### src/rtl/shift_rr_pkg.sv
// Shared definitions for the two-requester shift/rotate scheduler.
//   DATA_W       operand / result word width
//   OP_*         2-bit operation encodings
//   buf_state_e  one-entry result buffer state
package shift_rr_pkg;

   localparam int DATA_W = 32;

   localparam logic [1:0] OP_SLL  = 2'b00;
   localparam logic [1:0] OP_SRL  = 2'b01;
   localparam logic [1:0] OP_ROTR = 2'b10;
   localparam logic [1:0] OP_ROTL = 2'b11;

   typedef enum logic {
      BUF_EMPTY = 1'b0,
      BUF_FULL  = 1'b1
   } buf_state_e;

endpackage

### src/rtl/shift_rr_dp.sv
// Combinational 32-bit shift/rotate datapath with a 64-bit result.
// Ports:
//   op        in   2   OP_SLL / OP_SRL / OP_ROTR / OP_ROTL
//   a         in  32   operand
//   b         in  32   amount; b[5:0] for shifts, b[4:0] for rotates
//   res_high  out 32   upper result word (shifts only, 0 for rotates)
//   res_low   out 32   lower result word
module shift_rr_dp
   import shift_rr_pkg::*;
(
   input  logic [1:0]        op,
   input  logic [DATA_W-1:0] a,
   input  logic [DATA_W-1:0] b,
   output logic [DATA_W-1:0] res_high,
   output logic [DATA_W-1:0] res_low
);

   logic [5:0]          n;
   logic [4:0]          r;
   logic [2*DATA_W-1:0] sll_w;
   logic [2*DATA_W-1:0] srl_w;
   logic [2*DATA_W-1:0] rotr_w;
   logic [2*DATA_W-1:0] rotl_w;
   logic                unused_bits;

   assign n = b[5:0];
   assign r = b[4:0];

   assign sll_w = {{DATA_W{1'b0}}, a} << n;
   assign srl_w = {a, {DATA_W{1'b0}}} >> n;

   // Rotating a doubled word turns a rotate into a plain shift; the wanted
   // word is the low half for right and the high half for left.
   assign rotr_w = {a, a} >> r;
   assign rotl_w = {a, a} << r;

   assign unused_bits = ^{b[DATA_W-1:6], rotr_w[2*DATA_W-1:DATA_W], rotl_w[DATA_W-1:0]};

   always_comb begin
      res_high = '0;
      res_low  = '0;
      case (op)
         OP_SLL: begin
            res_high = sll_w[2*DATA_W-1:DATA_W];
            res_low  = sll_w[DATA_W-1:0];
         end
         OP_SRL: begin
            res_high = srl_w[2*DATA_W-1:DATA_W];
            res_low  = srl_w[DATA_W-1:0];
         end
         OP_ROTR: res_low = rotr_w[DATA_W-1:0];
         default: res_low = rotl_w[2*DATA_W-1:DATA_W];
      endcase
   end

endmodule

### src/rtl/shift_rr_sched.sv
// Two-requester round-robin scheduler in front of one shared shift/rotate
// datapath, with a one-entry registered result buffer.
//
//   state     | meaning
//   ----------+----------------------------------------------
//   BUF_EMPTY | no result held; any valid request is accepted
//   BUF_FULL  | result held on rsp_*; accept only if rsp_ready
//
// Ports:
//   clock, reset_n              clock, async active-low reset
//   reqN_valid/ready            request handshake, N = 0,1
//   reqN_op, reqN_a, reqN_b     operation, operand, amount
//   rsp_valid/ready             response handshake
//   rsp_id                      requester that issued the held result
//   rsp_res_high, rsp_res_low   64-bit result
//   stat_grant0/1               saturating grant counters, present only
//                               when SHIFT_RR_SCHED_STATS_EN is defined
// Parameters: STAT_W counter width, RR_EN 1=round-robin / 0=req0 priority.
module shift_rr_sched
   import shift_rr_pkg::*;
#(
   parameter int unsigned STAT_W = 16,
   parameter bit          RR_EN  = 1'b1
) (
   input  logic              clock,
   input  logic              reset_n,
   input  logic              req0_valid,
   output logic              req0_ready,
   input  logic [1:0]        req0_op,
   input  logic [DATA_W-1:0] req0_a,
   input  logic [DATA_W-1:0] req0_b,
   input  logic              req1_valid,
   output logic              req1_ready,
   input  logic [1:0]        req1_op,
   input  logic [DATA_W-1:0] req1_a,
   input  logic [DATA_W-1:0] req1_b,
   output logic              rsp_valid,
   input  logic              rsp_ready,
   output logic              rsp_id,
   output logic [DATA_W-1:0] rsp_res_high,
`ifdef SHIFT_RR_SCHED_STATS_EN
   output logic [DATA_W-1:0] rsp_res_low,
   output logic [STAT_W-1:0] stat_grant0,
   output logic [STAT_W-1:0] stat_grant1
`else
   output logic [DATA_W-1:0] rsp_res_low
`endif
);

   buf_state_e        state_q, state_d;
   logic              last_q, last_d;
   logic              id_q, id_d;
   logic [DATA_W-1:0] hi_q, hi_d;
   logic [DATA_W-1:0] lo_q, lo_d;

   logic              can_accept;
   logic              grant;
   logic              accept;
   logic [1:0]        sel_op;
   logic [DATA_W-1:0] sel_a;
   logic [DATA_W-1:0] sel_b;
   logic [DATA_W-1:0] dp_high;
   logic [DATA_W-1:0] dp_low;

   assign can_accept = (state_q == BUF_EMPTY) || rsp_ready;

   // last_q names the requester granted last; the other one wins a tie.
   always_comb begin
      grant = 1'b0;
      if (req0_valid && req1_valid) begin
         grant = RR_EN ? ~last_q : 1'b0;
      end else if (req1_valid) begin
         grant = 1'b1;
      end
   end

   // reset_n gates the handshake so neither requester sees ready in reset.
   assign accept     = reset_n && can_accept && (req0_valid || req1_valid);
   assign req0_ready = accept && !grant;
   assign req1_ready = accept && grant;

   assign sel_op = grant ? req1_op : req0_op;
   assign sel_a  = grant ? req1_a  : req0_a;
   assign sel_b  = grant ? req1_b  : req0_b;

   shift_rr_dp u_dp (
      .op       (sel_op),
      .a        (sel_a),
      .b        (sel_b),
      .res_high (dp_high),
      .res_low  (dp_low)
   );

   always_comb begin
      state_d = state_q;
      last_d  = last_q;
      id_d    = id_q;
      hi_d    = hi_q;
      lo_d    = lo_q;
      if (accept) begin
         state_d = BUF_FULL;
         last_d  = grant;
         id_d    = grant;
         hi_d    = dp_high;
         lo_d    = dp_low;
      end else if ((state_q == BUF_FULL) && rsp_ready) begin
         state_d = BUF_EMPTY;
      end
   end

   always_ff @(posedge clock or negedge reset_n) begin
      if (!reset_n) begin
         state_q <= BUF_EMPTY;
         last_q  <= 1'b0;
         id_q    <= 1'b0;
         hi_q    <= '0;
         lo_q    <= '0;
      end else begin
         state_q <= state_d;
         last_q  <= last_d;
         id_q    <= id_d;
         hi_q    <= hi_d;
         lo_q    <= lo_d;
      end
   end

   assign rsp_valid    = (state_q == BUF_FULL);
   assign rsp_id       = id_q;
   assign rsp_res_high = hi_q;
   assign rsp_res_low  = lo_q;

`ifdef SHIFT_RR_SCHED_STATS_EN
   logic [STAT_W-1:0] cnt0_q, cnt0_d;
   logic [STAT_W-1:0] cnt1_q, cnt1_d;

   always_comb begin
      cnt0_d = cnt0_q;
      cnt1_d = cnt1_q;
      if (req0_ready && (cnt0_q != {STAT_W{1'b1}})) cnt0_d = cnt0_q + 1'b1;
      if (req1_ready && (cnt1_q != {STAT_W{1'b1}})) cnt1_d = cnt1_q + 1'b1;
   end

   always_ff @(posedge clock or negedge reset_n) begin
      if (!reset_n) begin
         cnt0_q <= '0;
         cnt1_q <= '0;
      end else begin
         cnt0_q <= cnt0_d;
         cnt1_q <= cnt1_d;
      end
   end

   assign stat_grant0 = cnt0_q;
   assign stat_grant1 = cnt1_q;
`else
   logic [STAT_W-1:0] unused_stat;
   assign unused_stat = '0;
`endif

endmodule

### config.mk
export PLATFORM = sky130hd
export DESIGN_NAME = shift_rr_sched
export DESIGN_NICKNAME = d
export VERILOG_FILES = /design/src/rtl/shift_rr_pkg.sv /design/src/rtl/shift_rr_dp.sv /design/src/rtl/shift_rr_sched.sv
export SDC_FILE = /design/constraint.sdc
export NUM_CORES = 1
export LEC_CHECK = 0
export ABC_AREA = 1
export CORE_MARGIN = 5
export CORE_UTILIZATION = 32
export CTS_CLUSTER_DIAMETER = 60
export DETAILED_ROUTE_END_ITERATION = 8
export PLACE_DENSITY_LB_ADDON = 0.12
export SETUP_SLACK_MARGIN = 0.05
export SYNTH_ARGS = -nofsm -noshare
export SYNTH_HDL_FRONTEND = slang
export SYNTH_SLANG_ARGS = --single-unit
### constraint.sdc
create_clock -name clock -period 3.8 [get_ports clock]
set_input_delay 0.57 -clock clock [delete_from_list [all_inputs] [get_ports clock]]
set_output_delay 0.57 -clock clock [all_outputs]
set_load 0.05 [all_outputs]
==> key figures <==
Logic synthesis
  – Gate Count Post-Synth: 1802
  – Synth Warn #: 0
  – Post-synth EDFFs: 0
  – Ys flop type: dfrtp_1
  – Number of distinct library cells after synthesis: 36
  – Register area share after synthesis: 17.5%
  – Syn Nets: 1939
  – Syn Std Cell Area: 0.00942 sq mm
  – Synth Area per Inst: 5.23 sq um
  – Async set-reset flop share out of synthesis: 100%
  – Flops & latches, synth: 66

Clocking
  – Root Driver: clkbuf_16
  – Post-CTS Setup Inserts: 0
  – H-tree depth: 3
  – Maximum clock path buffer count: 2
  – CTS tree: built
  – Post-cts sizing count: 0
  – CTS hold repair buffers: 0
  – Clock transition at path regs: 70 ps
  – Inserted Clock Buffers: 9
  – Worst-Skew Late Latency: 350 ps
  – # clock sinks: 66

Global route
  – Global-route wire length before repair: 72.8 mm
  – Initial antenna violation count: 0
  – Vias in the first global route: 12486
  – GRT overflow: 0
  – Tot GR Track Use: 28.1%
  – Largest net degree at the start of global routing: 79

Routing
  – Via/cell ratio: 5.58
  – Via Count: 12800
  – 1st-pass router iterations: 5
  – DR iter-0 viols: 1398
  – DRC viols: 0
  – WL per Instance: 20.6 um
  – Final antenna-violating net count: 0
  – Total wire length: 47.2 mm

Timing
  – Final setup margin: 460 ps
  – Worst Max-Slew Pin Slew: 826 ps
  – Period utilization: 87.9%
  – Clock period minus worst slack: 3340 ps
  – Final setup fails: 0
  – Final Max Tran Viols: 0
  – RSZ-0062 raised after global routing: no
  – Fmax: 0.299 GHz
  – Hold Fails Final Rpt: 0
  – Clock Skew: 10.2 ps
  – Slew headroom: 44.9%
  – Min Hold Slack: 17.5 ps
  – TNS Setup: 0 ps

Floorplan
  – Initial Util: 32.7%
  – Die height: 182 um
  – Row cnt: 62
  – Num ports: 205
  – DIE AREA: 0.0330 sq mm
  – Die W: 182 um
  – Core ar.: 0.0289 sq mm

Worst setup path
  – Endpoint class of the critical path: flop
  – Worst Path Arrival: 3630 ps
  – Worst EP required: 4090 ps
  – Critical path class: input pin to flop
  – CP max FO: 38
  – Worst Setup Start Kind: input pin

Placement
  – Pre-CTS setup slack: 165 ps
  – Count of input and output buffers: 152
  – Gpl congestion: 0.970
  – Post-DP HPWL: 36.0 mm
  – Placed insts: 2279

Power and ir drop
  – P_leak: 6.01 nW
  – P per Cell Area: 447 mW/mm^2
  – Peak VDD IR: 0.256 mV

Min path
  – Tightest Hold Check Type: input pin to async pin

Finish
  – Total Nets Final: 2043
  – ANT cells: 0
  – Layout cell share with drive strength beyond 1: 6.70%
  – Most frequent cells in the layout: 729 x nand2_1, 486 x nand3_1, 149 x clkdlybuf4s50_1
  – Non-Filler Instances: 2294
  – Most common cell after layout, fill and taps aside: nand2_1
  – Layout area overhead: 25.4%

Run
  – MaxCap Viol Count: 0

Outcome
  – Outcome: completed
-- metrics by stage --
| step | total power [mW] | util, % | area [sq um] |
|---|---|---|---|
| final | 5.29 | 41.0 | 11800 |
| after global routing | 5.65 | 41.0 | 11800 |
| after CTS | 5.28 | 41.0 | 11800 |
| after detailed placement | 4.33 | 39.9 | 11500 |
| after global placement | 4.32 | 39.9 | 11500 |
| after floorplan | 3.13 | - | 9420 |
-- synthesized netlist by cell type (11+ instances only) --
library cell  instances  share of area (%)
nand3_1             486                 26
or2_2                18                1.2
nand3b_1             23                1.8
clkbuf_1             41                1.6
nand4_1              21                1.4
inv_2                12               0.48
nor2_1               81                3.2
dfrtp_1              66                 18
a21oi_1              26                1.4
o21ai_0              46                2.4
nand2_1             731                 29
inv_1                87                3.5
buf_2                54                2.9
buf_1                14               0.56
nor3_1               11               0.58
o21ai_1              24                1.3
-- logic make-up (layout without fill, tap and decap cells) --
| group | Yosys count | after routing | synth area share [%] |
|---|---|---|---|
| and+or+nand+nor | 1384 | 1384 | 64.2 |
| buffers and inverters | 218 | 326 | 10.0 |
| AOI/OAI and AO/OA | 134 | 134 | 8.23 |
| DFF | 66 | 66 | 17.5 |
-- worst max-delay path, stage by stage --
cell and delay, ps:
clkdlybuf4s50_1 470, nand2_1 200, nand2_4 290, buf_12 230, nand2_1 70, nand2_1 120, nand2_1 220, nand2_1 170
nand2_1 60, nand2_1 250, nand2_1 130, nand2_1 80, nand2_1 120, nand2_1 90, nand3_1 60, nand2_1 70
inv_1 40, nand3_1 220, nand2_1 80, inv_1 60
-- power by group --
group | internal (mW) | switching [mW]
Clock | 0.574 | 0.364
Sequential | 0.852 | 0.0794
Combinational | 1.04 | 2.37
Total | 2.47 | 2.82
-- flip-flops by register name, summed over array words and instances, names as in the netlist --
register	flops
rsp_res_high	32
rsp_res_low	32
rsp_id	1
rsp_valid	1
-- routing by layer --
| metal | track usage, % | wire (um) | share of wire [%] |
|---|---|---|---|
| met5 | 0 | 0 | 0 |
| met3 | 3.94 | 3380 | 7.2 |
| met2 | 48.8 | 22600 | 48 |
| met1 | 35.2 | 19200 | 41 |
| met4 | 10.8 | 1980 | 4.2 |
-- area by class of cell --
type                       count  area [sq um]
inverter                      99           372
clock inverter                 6          92.6
tap                          384           480
sequential                    66          1650
multi-input combinational   1518          6860
timing repair buffer         212          2140
fill                        3320         17000
clock buffer                   9           225
-- final timing paths --
check	start	endpoint	slack, ps	cells after the start
max	req0_valid	rsp_res_low[11]$_DFFE_PN0P_	460	20
min	reset_n	rsp_valid$_DFFE_PN0P_	20	1
max reg2reg	rsp_id$_DFFE_PN0P_	rsp_res_low[11]$_DFFE_PN0P_	690	19
min reg2reg	rsp_res_high[7]$_DFFE_PN0P_	rsp_res_high[7]$_DFFE_PN0P_	480	2
max in group asynchronous	reset_n	rsp_res_low[14]$_DFFE_PN0P_	2760	2
min in group clock	rsp_res_high[7]$_DFFE_PN0P_	rsp_res_high[7]$_DFFE_PN0P_	480	2
(Power assumes the default switching activity.)
